[config.mk]
export PLATFORM = sky130hd
export DESIGN_NAME = hd10_expand_flat
export DESIGN_NICKNAME = d
export VERILOG_FILES = /design/src/rtl/hd10_expand_pkg.sv /design/src/rtl/hd10_expand_if.sv /design/src/rtl/hd10_expand_nibble_fill.sv /design/src/rtl/hd10_expand.sv /design/src/flat_wrapper.sv
export SDC_FILE = /design/constraint.sdc
export NUM_CORES = 1
export LEC_CHECK = 0
export CAP_MARGIN = 5
export CORE_MARGIN = 2
export CORE_UTILIZATION = 43
export CTS_CLUSTER_SIZE = 10
export DETAILED_ROUTE_END_ITERATION = 7
export PLACE_DENSITY_LB_ADDON = 0.05
export SLEW_MARGIN = 15
export SYNTH_ARGS = -nofsm -noshare
export SYNTH_HDL_FRONTEND = slang
export SYNTH_SLANG_ARGS = --single-unit
export TNS_END_PERCENT = 100
[constraint.sdc]
create_clock -name clk -period 2.4 [get_ports clk]
set_clock_uncertainty 0.2 [all_clocks]
set_input_delay 0.48 -clock clk [delete_from_list [all_inputs] [get_ports clk]]
set_output_delay 0.48 -clock clk [all_outputs]
set_load 0.005 [all_outputs]
[src/rtl/hd10_expand_pkg.sv]
// Shared constants, the request-code type and the FSM state encoding for
// the hd10_expand thermometer-word builder.
package hd10_expand_pkg;

  localparam int WORD_W  = 32;
  localparam int NIB_W   = 4;
  localparam int NIBBLES = WORD_W / NIB_W;
  localparam int CNT_W   = (NIBBLES > 1) ? $clog2(NIBBLES) : 1;

  // Request code k: the number of low nibbles that come out all-ones.
  typedef logic [2:0] code_t;

  typedef enum logic [1:0] {
    IDLE  = 2'd0,
    BUILD = 2'd1,
    HOLD  = 2'd2
  } state_e;

endpackage

[src/rtl/hd10_expand_if.sv]
// Request/response bundle for hd10_expand.
//
// Handshake rule for both sides: a transfer happens on a rising clk edge
// where valid and ready are both high. A producer holding valid keeps its
// payload stable until that edge, and valid never waits on ready.
// Request side: in_valid/in_ready carry in_code.
// Response side: out_valid/out_ready carry out_word.
interface hd10_expand_if #(
  parameter int WORD_W = hd10_expand_pkg::WORD_W
);
  import hd10_expand_pkg::*;

  logic              in_valid;
  logic              in_ready;
  code_t             in_code;
  logic              out_valid;
  logic              out_ready;
  logic [WORD_W-1:0] out_word;
  logic              busy;

  modport slave (
    input  in_valid, in_code, out_ready,
    output in_ready, out_valid, out_word, busy
  );

  modport master (
    output in_valid, in_code, out_ready,
    input  in_ready, out_valid, out_word, busy
  );

endinterface

[src/rtl/hd10_expand_nibble_fill.sv]
// One step of the expansion: nibble idx of the word for code k is all-ones
// when idx < k, otherwise all-zeros.
module hd10_nibble_fill
  import hd10_expand_pkg::*;
#(
  parameter int NIB_W = hd10_expand_pkg::NIB_W,
  parameter int IDX_W = hd10_expand_pkg::CNT_W
) (
  input  code_t            code,
  input  logic [IDX_W-1:0] idx,
  output logic [NIB_W-1:0] nib
);

  // Widen both operands so the compare never truncates either side.
  always_comb begin
    nib = '0;
    if (32'(idx) < 32'(code)) nib = '1;
  end

endmodule

[src/rtl/hd10_expand.sv]
// hd10_expand: accepts a 3-bit code, builds the thermometer word one
// nibble per clock, then holds it until the consumer takes it. No bypass:
// a new code is accepted only once the previous word has left.
module hd10_expand
  import hd10_expand_pkg::*;
#(
  parameter int WORD_W = hd10_expand_pkg::WORD_W,
  parameter int NIB_W  = hd10_expand_pkg::NIB_W
) (
  input  logic             clk,
  input  logic             rst_n,
  hd10_expand_if.slave     bus,
  output state_e           dbg_state
);

  localparam int NUM_NIB = WORD_W / NIB_W;
  localparam int CW      = (NUM_NIB > 1) ? $clog2(NUM_NIB) : 1;

  state_e            state_q, state_d;
  logic [CW-1:0]     cnt_q;
  code_t             code_q;
  logic [WORD_W-1:0] word_q;
  logic [NIB_W-1:0]  nib;
  logic              last_nib;

  assign last_nib = (cnt_q == CW'(NUM_NIB - 1));

  hd10_nibble_fill #(
    .NIB_W (NIB_W),
    .IDX_W (CW)
  ) u_fill (
    .code (code_q),
    .idx  (cnt_q),
    .nib  (nib)
  );

  // State register; reset drops any word in progress.
  always_ff @(posedge clk or negedge rst_n) begin
    if (!rst_n) state_q <= IDLE;
    else        state_q <= state_d;
  end

  // Next state: accept in IDLE, fill NUM_NIB nibbles, wait for the consumer.
  always_comb begin
    state_d = state_q;
    case (state_q)
      IDLE:    if (bus.in_valid)  state_d = BUILD;
      BUILD:   if (last_nib)      state_d = HOLD;
      HOLD:    if (bus.out_ready) state_d = IDLE;
      default:                    state_d = IDLE;
    endcase
  end

  // Datapath: latch the code on acceptance, then write one nibble per edge.
  always_ff @(posedge clk or negedge rst_n) begin
    if (!rst_n) begin
      cnt_q  <= '0;
      code_q <= '0;
      word_q <= '0;
    end else begin
      case (state_q)
        IDLE: begin
          if (bus.in_valid) begin
            code_q <= bus.in_code;
            word_q <= '0;
            cnt_q  <= '0;
          end
        end
        BUILD: begin
          word_q[int'(cnt_q)*NIB_W +: NIB_W] <= nib;
          if (last_nib) cnt_q <= '0;
          else          cnt_q <= cnt_q + 1'b1;
        end
        default: ;
      endcase
    end
  end

  // Outputs decode straight from the state; the word is masked outside HOLD.
  always_comb begin
    bus.in_ready  = (state_q == IDLE);
    bus.out_valid = (state_q == HOLD);
    bus.busy      = (state_q != IDLE);
    bus.out_word  = (state_q == HOLD) ? word_q : '0;
    dbg_state     = state_q;
  end

endmodule

[src/flat_wrapper.sv]
// flat-port wrapper written by rule: the top's interface ports become plain ports
module hd10_expand_flat import hd10_expand_pkg::*;
#(
  parameter int WORD_W = hd10_expand_pkg::WORD_W,
  parameter int NIB_W  = hd10_expand_pkg::NIB_W
)
  (clk, rst_n, dbg_state, bus_in_valid, bus_in_code, bus_out_ready, bus_in_ready, bus_out_valid, bus_out_word, bus_busy);
  hd10_expand_if #(.WORD_W(WORD_W)) bus_i ();
  input  logic clk;
  input  logic rst_n;
  output state_e dbg_state;
  input wire logic [$bits(bus_i.in_valid)-1:0] bus_in_valid;
  input wire logic [$bits(bus_i.in_code)-1:0] bus_in_code;
  input wire logic [$bits(bus_i.out_ready)-1:0] bus_out_ready;
  output wire logic [$bits(bus_i.in_ready)-1:0] bus_in_ready;
  output wire logic [$bits(bus_i.out_valid)-1:0] bus_out_valid;
  output wire logic [$bits(bus_i.out_word)-1:0] bus_out_word;
  output wire logic [$bits(bus_i.busy)-1:0] bus_busy;
  assign bus_i.in_valid = bus_in_valid;
  assign bus_i.in_code = bus_in_code;
  assign bus_i.out_ready = bus_out_ready;
  assign bus_in_ready = bus_i.in_ready;
  assign bus_out_valid = bus_i.out_valid;
  assign bus_out_word = bus_i.out_word;
  assign bus_busy = bus_i.busy;
  hd10_expand #(.WORD_W(WORD_W), .NIB_W(NIB_W)) u_core (.clk(clk), .rst_n(rst_n), .bus(bus_i), .dbg_state(dbg_state));
endmodule
Word level (Yosys, flattened, before mapping)

Cells that the tools add are included.
Widths: inputs -> output; s select.

Logic and storage cells: 33
Memories kept: 0
Bits in latches: 0
Output and inout bits: 37
Register bits: 40
ROM bits: 0
RAM bits: 0

Add/subtract/negate cells: 2
Multipliers: 0
Divide/modulo/power cells: 0
Shifts and indexed selects: 2
Bitwise gates (word level): 0
Reductions and logical operators: 6
Magnitude comparators: 1
Eq/ne operators: 6
Mux-type cells: 12

Operators with widths:

| operator                | count |
|---|---|
| $mux 32                 | 2 |
| $pmux 32 s2             | 1 |
| $neg 5->33              | 1 |
| $shift 4x33->32 const A | 1 |
| $shiftx 4x33->32        | 1 |
| $bwmux 32               | 1 |
| $mux 2                  | 3 |
| $mux 3                  | 2 |
| $pmux 2 s3              | 1 |
| $pmux 3 s2              | 1 |
| $mux 4                  | 1 |
| $ne 2x2->1 const B      | 2 |
| $reduce_and 2->1        | 2 |
| $reduce_bool 2->1       | 2 |
| $add 3x1->3 const B     | 1 |
| $eq 3x3->1 const B      | 1 |
| $lt 3x3->1              | 1 |
| $reduce_and 3->1        | 1 |
| $eq 2x1->1 const B      | 1 |
| $eq 2x2->1 const B      | 1 |
| $logic_not 2->1         | 1 |
| $ne 2x1->1 const B      | 1 |

Logic depth before layout (Yosys ltp)

Gate-level depths: netlist of run 1.

Depth after elaboration: 5
Mapped depth: 6
Gate-level depth less buffers: 6

Cells and area by module

Synthesis of run 1 repeated with hierarchy kept, for this count alone.

Cells, all modules: 210
Area total of the unflattened synthesis: 2,135.8 um^2

By module, submodules not included:

| module           | seq. area each (um^2) | times used | cells each | area an instance (um^2) |
|---|---|---|---|---|
| hd10_expand      | 1,001.0               | 1          | 200        | 2,060.7 |
| hd10_nibble_fill | 0.0                   | 1          | 10         | 75.1 |

Worst setup path before layout of run 1

No wires, ideal clock.

Path kind: reg-to-reg
Start: reg u_core.cnt_q[0]
End: reg u_core.word_q[19]
Setup slack: 0.250 ns
Library setup time: 0.080 ns
Arrival: 1.869 ns
Buffers on the path: 0
Required time: 2.120 ns
Cell stages (with the launch flop): 7
Cell sequence: dfrtp_1 inv_1 ha_1 ha_1 or4b_4 nor4b_1 mux2i_1

Word-level cells in the longest chain between the ends: 5
Elaborated cells on any way between the ends: 7
Those cells by class: add/sub (1); order compare (1); shift (2); mux (3)

RTL lines:

| item                                                               | line              | text |
|---|---|---|
| from (decl)                                                        | hd10_expand.sv:20 | `logic [CW-1:0] cnt_q;` |
| from (signal assigned)                                             | hd10_expand.sv:72 | `else cnt_q <= cnt_q + 1'b1;` |
| parallel branches: the longest is 3 deep, another holds $neg 5->33 | --                |  |
| $bwmux 32 *                                                        | hd10_expand.sv:70 | `word_q[int'(cnt_q)*NIB_W +: NIB_W] <= nib;` |
| $pmux 32 s2 *                                                      | hd10_expand.sv:61 | `case (state_q)` |
| to (signal, indexed assignment)                                    | hd10_expand.sv:70 |  |
| to (decl)                                                          | hd10_expand.sv:22 | `logic [WORD_W-1:0] word_q;` |

Every way passes the cells marked *.
A chain may end at the register's enable or synchronous reset.

Worst setup path in the final report of run 1

Start: reg u_core.state_q[0], in the netlist u_core.dbg_state[0]
End: out bus_in_ready

Word-level cells in the longest chain between the ends: 1

RTL lines:

| item                   | line               | text |
|---|---|---|
| from (decl)            | hd10_expand.sv:19  | `state_e state_q, state_d;` |
| from (signal assigned) | hd10_expand.sv:40  | `else state_q <= state_d;` |
| $logic_not 2->1        | hd10_expand.sv:81  | `bus.in_ready = (state_q == IDLE);` |
| to (decl)              | flat_wrapper.sv:15 | `output wire logic [$bits(bus_i.in_ready)-1:0] bus_in_ready;` |

Every way passes these cells.

==> summary.md, run 1 <==
| Metric | Value |
|---|---|
| Status | `finished, final reports clean` |
| Reg area | `400 um2` |
| Synthesized Nets | `127` |
| FILL cells | `about 220` |
| Worst VDD drop | `roughly 0.00065 V` |
| Kind of critical path | `flip-flop to output pin` |
| Critical path's slowest cell | `clkdlybuf4s50_1` |
| Fin nets | `154` |
| Syn avg cell area | `9.69 um2` |
| R2R cell count | `6` |
| Layout cells sized above 1 | `18.0%` |
| Unrepaired setup endpoints after global routing | `yes` |
| Met2 WL | `about 1000 um` |
| Max clock buf depth | `2` |
| Fin area | `0.00150 mm2` |
| Vias in the first global route | `~700` |
| CTS tree | `yes` |
| Final GP Congestion | `0.750` |
| DP Area | `0.00141 mm2` |
| Synth Warn # | `0` |
| Worst Path Required | `~1.7 ns` |
| Gate Count Post-Synth | `roughly 110` |
| Via count | `828` |
| R2R Path Start | `u_core.cnt_q[0]$_DFFE_PN0P_` |
| WL met1 | `slightly below 900 um` |
| Final setup fails | `0` |
| Final period utilization | `98.4%` |
| Area leader, netlist | `dfrtp_1` |
| Final min period | `2.36 ns` |
| Drt total wl | `2100 um` |
| Total of max-cap violations | `0` |
| Highest Signal Layer | `met4` |
| Crit Path Max Fanout | `9` |
| GRT Total Usage | `about 15%` |
| Relative slew slack | `64.6%` |
| Area of the multi-input gates | `523 um2` |
| Reg-to-reg slack, setup | `0.14 ns` |
| PwrDens | `943 mW/mm2` |
| Post-synthesis cell type count | `29` |
| Fmax | `423 MHz` |
| Buffers added on ports | `43` |
| #FFs+latches synth | `16` |
| Final Max Slew Viols | `0` |
| Nature of the critical path endpoint | `output pin` |
| Synth area leaders | `dfrtp_1 36%, buf_4 17%, mux2i_1 7.2%, ha_1 6.8%, and2_1 4.5%` |
| Initial Util | `45.0%` |
| Worst Max-Slew Pin Slew | `0.528 ns` |
| Clk Tree Root Cell | `clkbuf_4` |
| DR vias/cell | `4.90` |
| Post-DP HPWL | `1520 um` |
| P&R area growth vs syn | `35.6%` |
| Crit path cell chain | `buf_4, or2_2, inv_1, clkdlybuf4s50_1` |
| Metal3 WL | `135 um` |
| ANT nets after route | `0` |
| Avg WL per Cell | `12.4 um` |
| Pre-antenna DRT Iters | `4` |
| Clock slew at reported path FFs | `0.09 ns` |
| Slowest stage delay, CP | `0.48 ns` |
| Synth Cell Area | `0.00110 mm2` |
| 1st-iter DRT viols | `11` |
| Die height | `54.7 um` |
| Number of diodes | `0` |
| First-pass GRT wire length | `3110 um` |
| Site row count | `18` |
| # clock sinks | `16` |
| I/O pin count | `44` |
| Core Region | `0.00245 mm2` |
| Register area share after synthesis | `36.2%` |
| Overflow after GRT | `0` |
| Initial antenna violation count | `0` |
| HP Class | `primary input to asynchronous set/reset pin` |
| Final Hold Viols | `0` |
| Die Width | `54.7 um` |
| CTS Hold Bufs | `0` |
| # H-tree levels | `1` |
| Startpoint type of the worst setup path | `flip-flop` |
| RR Endpoint | `u_core.word_q[19]$_DFFE_PN0P_` |
| Clk_lat worst skew | `0.29 ns` |
| Die area | `0.00299 mm2` |
| CTS buffer count | `3` |
| Total power | `0.00141 W` |
| WP data arrival | `1.68 ns` |
| Remaining DRCs | `0` |
| LEAKAGE | `0.772 nW` |
| Largest net degree at the start of global routing | `17` |
| Post-synth top area share | `a little over a third` |
[cell usage after synthesis (all sizes together)]
master and instances:
o21bai 1, inv 8, and2 8, o22ai 1
or4b 1, and2b 2, ha 6, or3b 1
o21ai 1, nor4bb 1, or2b 1, nor4b 2
mux2i 8, nor2b 2, mux2 4, a22o 2
o41ai 1, a21oi 1, or2 1, buf 25
nand3 1, clkbuf 2, nor2 4, dfrtp 16
nand2 10, o311ai 1, nand3b 2, nand4 1
[repair_timing]
item / CTS / global route
gates resized for setup: 3 / 16
buffers inserted: 1 / 0
cloned: 0 / 1
setup endpoints to repair: 32 / 31
[final cells by class]
cell class                 count  area share (%)
timing repair buffer          48            32.3
inverter                       8            2.01
clock buffer                   3            1.50
multi-input combinational     64            34.9
sequential                    16            26.7
tap                           30            2.51
[per-layer routing]
metal | track usage [%] | vias up
li1 | - | 407
met1 | 18.4 | 390
met2 | 25.2 | 27
met3 | 1.64 | 4
met4 | 6.25 | 0
met5 | 0 | -
[state kept, by name, summed over array words and instances (netlist names)]
name	flops
u_core.cnt_q	3
u_core.code_q	3
u_core.dbg_state	2
u_core.word_q	8
[worst max path at each step]
stage	start	slack (ns)	to	cells after the start
after floorplan	u_core.cnt_q[0]$_DFFE_PN0P_	0.25	u_core.word_q[19]$_DFFE_PN0P_	6
after global placement	u_core.cnt_q[0]$_DFFE_PN0P_	0.18	u_core.word_q[27]$_DFFE_PN0P_	6
after detailed placement	u_core.cnt_q[0]$_DFFE_PN0P_	0.07	u_core.word_q[19]$_DFFE_PN0P_	6
after CTS	u_core.dbg_state[0]$_DFFE_PN0P_	0.01	bus_out_word[31]	3
after global routing	u_core.dbg_state[1]$_DFFE_PN0P_	-0.05	bus_in_ready	4
final	u_core.dbg_state[0]$_DFFE_PN0P_	0.04	bus_in_ready	4
[critical path, delay by kind of cell, from the launching register on]
family	cells	cell delay, ns
buffers and inverters	3	0.70
DFF	1	0.41
and+or+nand+nor	1	0.28
[placed cells by master (no fill, tap or decap), types with 4 or more instances in the layout]
| cell | n |
|---|---|
| clkdlybuf4s50_1 | 38 |
| nand2_1 | 10 |
| dlymetal6s2s_1 | 5 |
| mux2i_1 | 8 |
| ha_1 | 6 |
| inv_1 | 8 |
| buf_4 | 4 |
| nor2_1 | 4 |
| dfrtp_1 | 16 |
| and2_4 | 8 |
[cells by family after synthesis]
kind of cell	after synthesis	synth area share [%]
flip-flops	16	36.2
adder cells (fa/ha/maj)	6	6.79
multiplexers	12	11.3
buffers and inverters	35	20.4
AND/OR/NAND/NOR	37	19.9
AO/OA/AOI/OAI	8	5.32
[per-stage QoR]
step	cells	util [%]	worst slack, ns	hold slack (ns)	TNS (ns)
detailed placement	164	57.3	0.0726	0.290	0
floorplan	114	-	0.250	-0.0156	0
global placement	164	57.3	0.183	0.281	0
CTS	168	58.8	0.0148	0.306	0
finish	169	61.0	0.0382	0.299	0
global route	169	61.0	-0.0456	0.316	-0.0456
[report_power, final]
| group | switching [W] | internal, W | total [W] |
|---|---|---|---|
| Sequential | 0.0000828 | 0.000386 | 0.000469 |
| Combinational | 0.000396 | 0.000401 | 0.000798 |
| Clock | 0.0000868 | 0.0000583 | 0.000145 |
No activity file was read; power rests on OpenSTA's default activity.
==> inputs of run 2 (changes only) <==
==> constraint.sdc (replaced) <==
create_clock -name clk -period 2.4 [get_ports clk]
set_clock_uncertainty 0.2 [all_clocks]
set_input_delay 0.36 -clock clk [delete_from_list [all_inputs] [get_ports clk]]
set_output_delay 0.36 -clock clk [all_outputs]
set_load 0.005 [all_outputs]
==> run 2 against run 1 <==
Critical endpoint is now u_core.word_q[11]$_DFFE_PN0P_; critical path type is now flip-flop to flip-flop; via count increased by 0.85%; register-to-register slack got worse by 0.02 ns; largest power group unchanged; fmax increased by 3.5%; flip-flop and latch count unchanged; die area unchanged; cell count decreased by 1.2%; clock power increased by 23%; routed wire length decreased by 4.5%; sequential share of layout area increased by 0.85 points; worst hold slack got worse by 0.016 ns; critical path depth increased by 2.
==> summary.md, run 2 (synthesis results as in run 1) <==
| Metric | Value |
|---|---|
| Status | `finished, final reports clean` |
| PwrDens | `a little under 1000 mW/mm2` |
| Fin nets | `around 150` |
| R2R cell count | `6` |
| Crit path depth | `6` |
| First-pass GRT wire length | `3220 um` |
| DR vias/cell | `5.00` |
| Critical path's slowest cell | `or4b_4` |
| Die area | `0.00299 mm2` |
| Final GP Congestion | `0.793` |
| Remaining DRCs | `0` |
| Clk Tree Root Cell | `clkbuf_4` |
| Startpoint type of the worst setup path | `flip-flop` |
| Final min period | `2.28 ns` |
| CTS Hold Bufs | `0` |
| # clock sinks | `16` |
| Final Util | `59.1%` |
| Die height | `54.7 um` |
| Initial Util | `45.0%` |
| FILL cells | `226` |
| Crit Path Max Fanout | `7` |
| Worst Path Required | `roughly 2.4 ns` |
| WP data arrival | `approximately 2.2 ns` |
| Final setup fails | `0` |
| I/O pin count | `44` |
| HP Class | `primary input to asynchronous set/reset pin` |
| P&R area growth vs syn | `31.4%` |
| Final period utilization | `95.1%` |
| GRT Total Usage | `15.4%` |
| Number of diodes | `0` |
| Avg WL per Cell | `12.0 um` |
| Worst Max-Slew Pin Slew | `0.705 ns` |
| Post-CTS Resized | `1` |
| Worst VDD drop | `0.000750 V` |
| Drt total wl | `2000 um` |
| Layout cells sized above 1 | `~11%` |
| Fmax | `438 MHz` |
| Clk_lat worst skew | `0.29 ns` |
| ANT nets after route | `0` |
| Clock slew at reported path FFs | `0.10 ns` |
| Most used cell, CP | `ha_1` |
| Initial antenna violation count | `0` |
| CTS buffer count | `3` |
| CTS tree | `yes` |
| LEAKAGE | `0.658 nW` |
| Final Max Slew Viols | `0` |
| Crit path cell chain | `inv_1, ha_1, ha_1, or4b_4, o311ai_0, o41ai_1` |
| Setup Fix Bufs, Post-CTS | `0` |
| 1st-iter DRT viols | `4` |
| Buffers added on ports | `43` |
| Slowest stage delay, CP | `0.56 ns` |
| Site row count | `18` |
| Largest Register | `u_core.word_q` |
| Setup_tns | `0 ns` |
| Unrepaired setup endpoints after global routing | `no` |
| Reg-to-reg slack, setup | `0.12 ns` |
| Kind of critical path | `flip-flop to flip-flop` |
| Vias in the first global route | `741` |
| Relative slew slack | `52.9%` |
| Critical path's top delay family | `simple AND/OR/NAND/NOR gates` |
| Max clock buf depth | `2` |
| Nature of the critical path endpoint | `flip-flop` |
| Max FFs per register | `8` |
| Most frequent cells in the layout | `43 x clkdlybuf4s50_1, 16 x dfrtp_1, 10 x nand2_1` |
| Final Hold Viols | `0` |
| Largest registers | `u_core.word_q (8), u_core.cnt_q (3), u_core.code_q (3)` |
| Die Width | `54.7 um` |
| Post-DP HPWL | `between 1500 and 2000 um` |
| Buf/Inv on CP | `1` |
| Total of max-cap violations | `0` |
| Via count | `835` |
| Overflow after GRT | `0` |
| Most common cell after layout, fill and taps aside | `clkdlybuf4s50_1` |
| Pre-antenna DRT Iters | `4` |
| Largest net degree at the start of global routing | `17` |
| Core Region | `0.00245 mm2` |
| # H-tree levels | `1` |
-- run 2: changes by cell type in the layout (fill, tap and decap cells not counted), sizes merged --
cell / previous run / this run
dlymetal6s2s: 5 / 0
and2b: 3 / 2
clkbuf: 3 / 4
clkdlybuf4s50: 38 / 43
buf: 5 / 3
-- run 2: path summary, 6_finish.rpt --
check,from,end
max in group asynchronous,rst_n,u_core.word_q[30]$_DFFE_PN0P_
min reg2reg,u_core.code_q[0]$_DFFE_PN0P_,u_core.code_q[0]$_DFFE_PN0P_
max reg2reg,u_core.cnt_q[0]$_DFFE_PN0P_,u_core.word_q[11]$_DFFE_PN0P_
min,rst_n,u_core.word_q[19]$_DFFE_PN0P_
min in group clk,u_core.code_q[0]$_DFFE_PN0P_,u_core.code_q[0]$_DFFE_PN0P_
max,u_core.cnt_q[0]$_DFFE_PN0P_,u_core.word_q[11]$_DFFE_PN0P_
-- run 2: power breakdown --
group          switching, W  internal, W
Sequential        0.0000775     0.000386
Combinational      0.000399     0.000393
Clock             0.0000864    0.0000924
Total              0.000563     0.000871
-- run 2: routing by layer --
metal	track usage [%]	routed length [um]
met5	0	0
met4	7.50	33
met3	2.46	103
met2	28.6	1060
met1	16.7	807
-- run 2: cell type report --
cell class	instances	area, um2	area share [%]
multi-input cells	63	494	34.1
repair buffers	46	453	31.2
flip-flops and latches	16	400	27.6
well taps	30	37.5	2.59
clock buffers	4	36.3	2.50
inverters	8	30.0	2.07
-- run 2: metrics by stage --
step	hold slack [ns]	worst slack [ns]	cells	power (W)	area (um2)
4_1_cts	0.316	0.0653	167	0.00142	1440
3_5_place_dp	0.293	0.107	163	0.00124	1400
2_1_floorplan	-0.136	0.250	114	0.00101	1100
5_1_grt	0.329	0.00988	167	0.00156	1450
6_report	0.284	0.119	167	0.00143	1450
3_3_place_gp	0.286	0.183	163	0.00121	1400
==> inputs of run 3 (changes only) <==
- CELL_PAD_IN_SITES_DETAIL_PLACEMENT: unset -> 1
- CELL_PAD_IN_SITES_GLOBAL_PLACEMENT: unset -> 1
- CORE_ASPECT_RATIO: unset -> 2
- CORE_UTILIZATION: 43 -> 31
- SKIP_CTS_REPAIR_TIMING: unset -> 1
==> run 3 against run 2 <==
Non-clock buffer count increased by 2; sequential share of layout area fell by 0.65 points; power is 2.9% higher; die area increased by 37%; largest cell class unchanged.
==> summary.md, run 3 (synthesis results as in run 1) <==
| Metric | Value |
|---|---|
| Worst Path Required | `2.36 ns` |
| Nature of the critical path endpoint | `flip-flop` |
| Remaining DRCs | `0` |
| Largest net degree at the start of global routing | `17` |
| Final GP Congestion | `0.748` |
| Setup_tns | `0 ns` |
| Die area | `between 0.004 and 0.005 mm2` |
| Highest Signal Layer | `met4` |
| Kind of critical path | `flip-flop to flip-flop` |
| Die height | `88.4 um` |
| Final Hold Viols | `0` |
| Crit Path Max Fanout | `5` |
| Clock slew at reported path FFs | `0.06 ns` |
| First-pass GRT wire length | `3910 um` |
| Number of diodes | `0` |
| Hold_ws | `0.232 ns` |
| PwrDens | `992 mW/mm2` |
| DR vias/cell | `4.63` |
| Relative slew slack | `roughly three fifths` |
| WL met1 | `746 um` |
| Core Region | `0.00342 mm2` |
| Final setup fails | `0` |
| CTS buffer count | `3` |
| Met2 WL | `1530 um` |
| # clock sinks | `16` |
| WP data arrival | `2.22 ns` |
| Clk Tree Root Cell | `clkbuf_8` |
| Most common cell after layout, fill and taps aside | `clkdlybuf4s50_1` |
| Layout Cells excl Fill | `186` |
| Via count | `862` |
| Final min period | `2.26 ns` |
| Unrepaired setup endpoints after global routing | `no` |
| LEAKAGE | `0.669 nW` |
| Pre-antenna DRT Iters | `2` |
| Status | `finished, final reports clean` |
| Startpoint type of the worst setup path | `flip-flop` |
| Worst VDD drop | `0.000700 V` |
| ANT nets after route | `0` |
| HP Class | `primary input to asynchronous set/reset pin` |
| Drt total wl | `2380 um` |
| Total of max-cap violations | `0` |
| GRT Total Usage | `about an eighth` |
| Overflow after GRT | `0` |
| Final Max Slew Viols | `0` |
| I/O pin count | `44` |
| Initial Util | `32.3%` |
| 1st-iter DRT viols | `3` |
| Worst Max-Slew Pin Slew | `0.607 ns` |
| Vias in the first global route | `between 800 and 900` |
| Site row count | `30` |
| Final period utilization | `94.3%` |
| CTS tree | `yes` |
| FILL cells | `385` |
| Die Width | `between 40 and 50 um` |
| DP Cell Count | `around 180` |
| Metal3 WL | `between 80 and 90 um` |
| # H-tree levels | `1` |
| Post-DP HPWL | `2000 um` |
| Fin nets | `153` |
| Layout cells sized above 1 | `10.9%` |
| Max FFs per register | `8` |
| Clk_lat worst skew | `0.24 ns` |
| P&R area growth vs syn | `34.5%` |
| Buffers added on ports | `between 40 and 50` |
| Max clock buf depth | `2` |
| Largest Register | `u_core.word_q` |
| Most frequent cells in the layout | `43 x clkdlybuf4s50_1, 16 x dfrtp_1, 10 x nand2_1` |
| Avg WL per Cell | `between 10 and 15 um` |
| Initial antenna violation count | `0` |
| Fmax | `442 MHz` |
| Largest registers | `u_core.word_q (8), u_core.cnt_q (3), u_core.code_q (3)` |
run 3: cell types whose count changed in the layout (fill, tap and decap cells not counted):
cell / previous run / this run
buf_4: 3 / 5
nor4b_2: 2 / 1
clkbuf_8: 1 / 3
and2b_2: 0 / 1
clkbuf_4: 3 / 0
nor4b_1: 0 / 1
and2b_4: 1 / 0
run 3: final timing paths:
kind | start | end | slack [ns] | cells after the start
worst max-delay path | u_core.cnt_q[1]$_DFFE_PN0P_ | u_core.word_q[27]$_DFFE_PN0P_ | 0.14 | 6
worst min-delay path | rst_n | u_core.dbg_state[0]$_DFFE_PN0P_ | 0.23 | 2
worst max register to register | u_core.cnt_q[1]$_DFFE_PN0P_ | u_core.word_q[27]$_DFFE_PN0P_ | 0.14 | 6
worst min register to register | u_core.code_q[0]$_DFFE_PN0P_ | u_core.code_q[0]$_DFFE_PN0P_ | 0.28 | 1
max in group asynchronous | rst_n | u_core.word_q[19]$_DFFE_PN0P_ | 1.58 | 2
min in group clk | u_core.code_q[0]$_DFFE_PN0P_ | u_core.code_q[0]$_DFFE_PN0P_ | 0.28 | 1
run 3: where the power goes:
group / switching, W / internal (W) / leakage (nW)
Sequential: 0.0000629 / 0.000387 / 0.200
Combinational: 0.000428 / 0.000402 / 0.447
Clock: 0.0000841 / 0.000111 / 0.0216
run 3: cell type report:
class                   instances  area, um2  share of cell area [%]
inverters                       8       30.0                    2.02
flip-flops and latches         16        400                    26.9
well taps                      48       60.1                    4.04
multi-input cells              63        487                    32.7
clock buffers                   3       41.3                    2.78
repair buffers                 48        468                    31.5
run 3: metal layers:
metal	vias up	track usage, %
met5	-	0
met4	0	4.68
met3	2	1.22
met2	27	26.5
met1	426	11.6
li1	407	-
run 3: worst max-delay path, cell delays in order (launching register included):
cell and delay, ns:
dfrtp_1 0.41, inv_1 0.06, ha_1 0.18, ha_1 0.21
or4b_4 0.55, nor4b_1 0.33, mux2i_1 0.24
run 3: stage by stage:
step	setup WS (ns)	power (W)	instance area, um2	utilization (%)
after global placement	0.243	0.00126	1440	42.1
after detailed placement	0.156	0.00130	1440	42.1
after floorplan	0.250	0.00101	1100	-
after global routing	0.0175	0.00161	1490	43.5
after CTS	0.0419	0.00150	1480	43.3
final	0.137	0.00148	1490	43.5
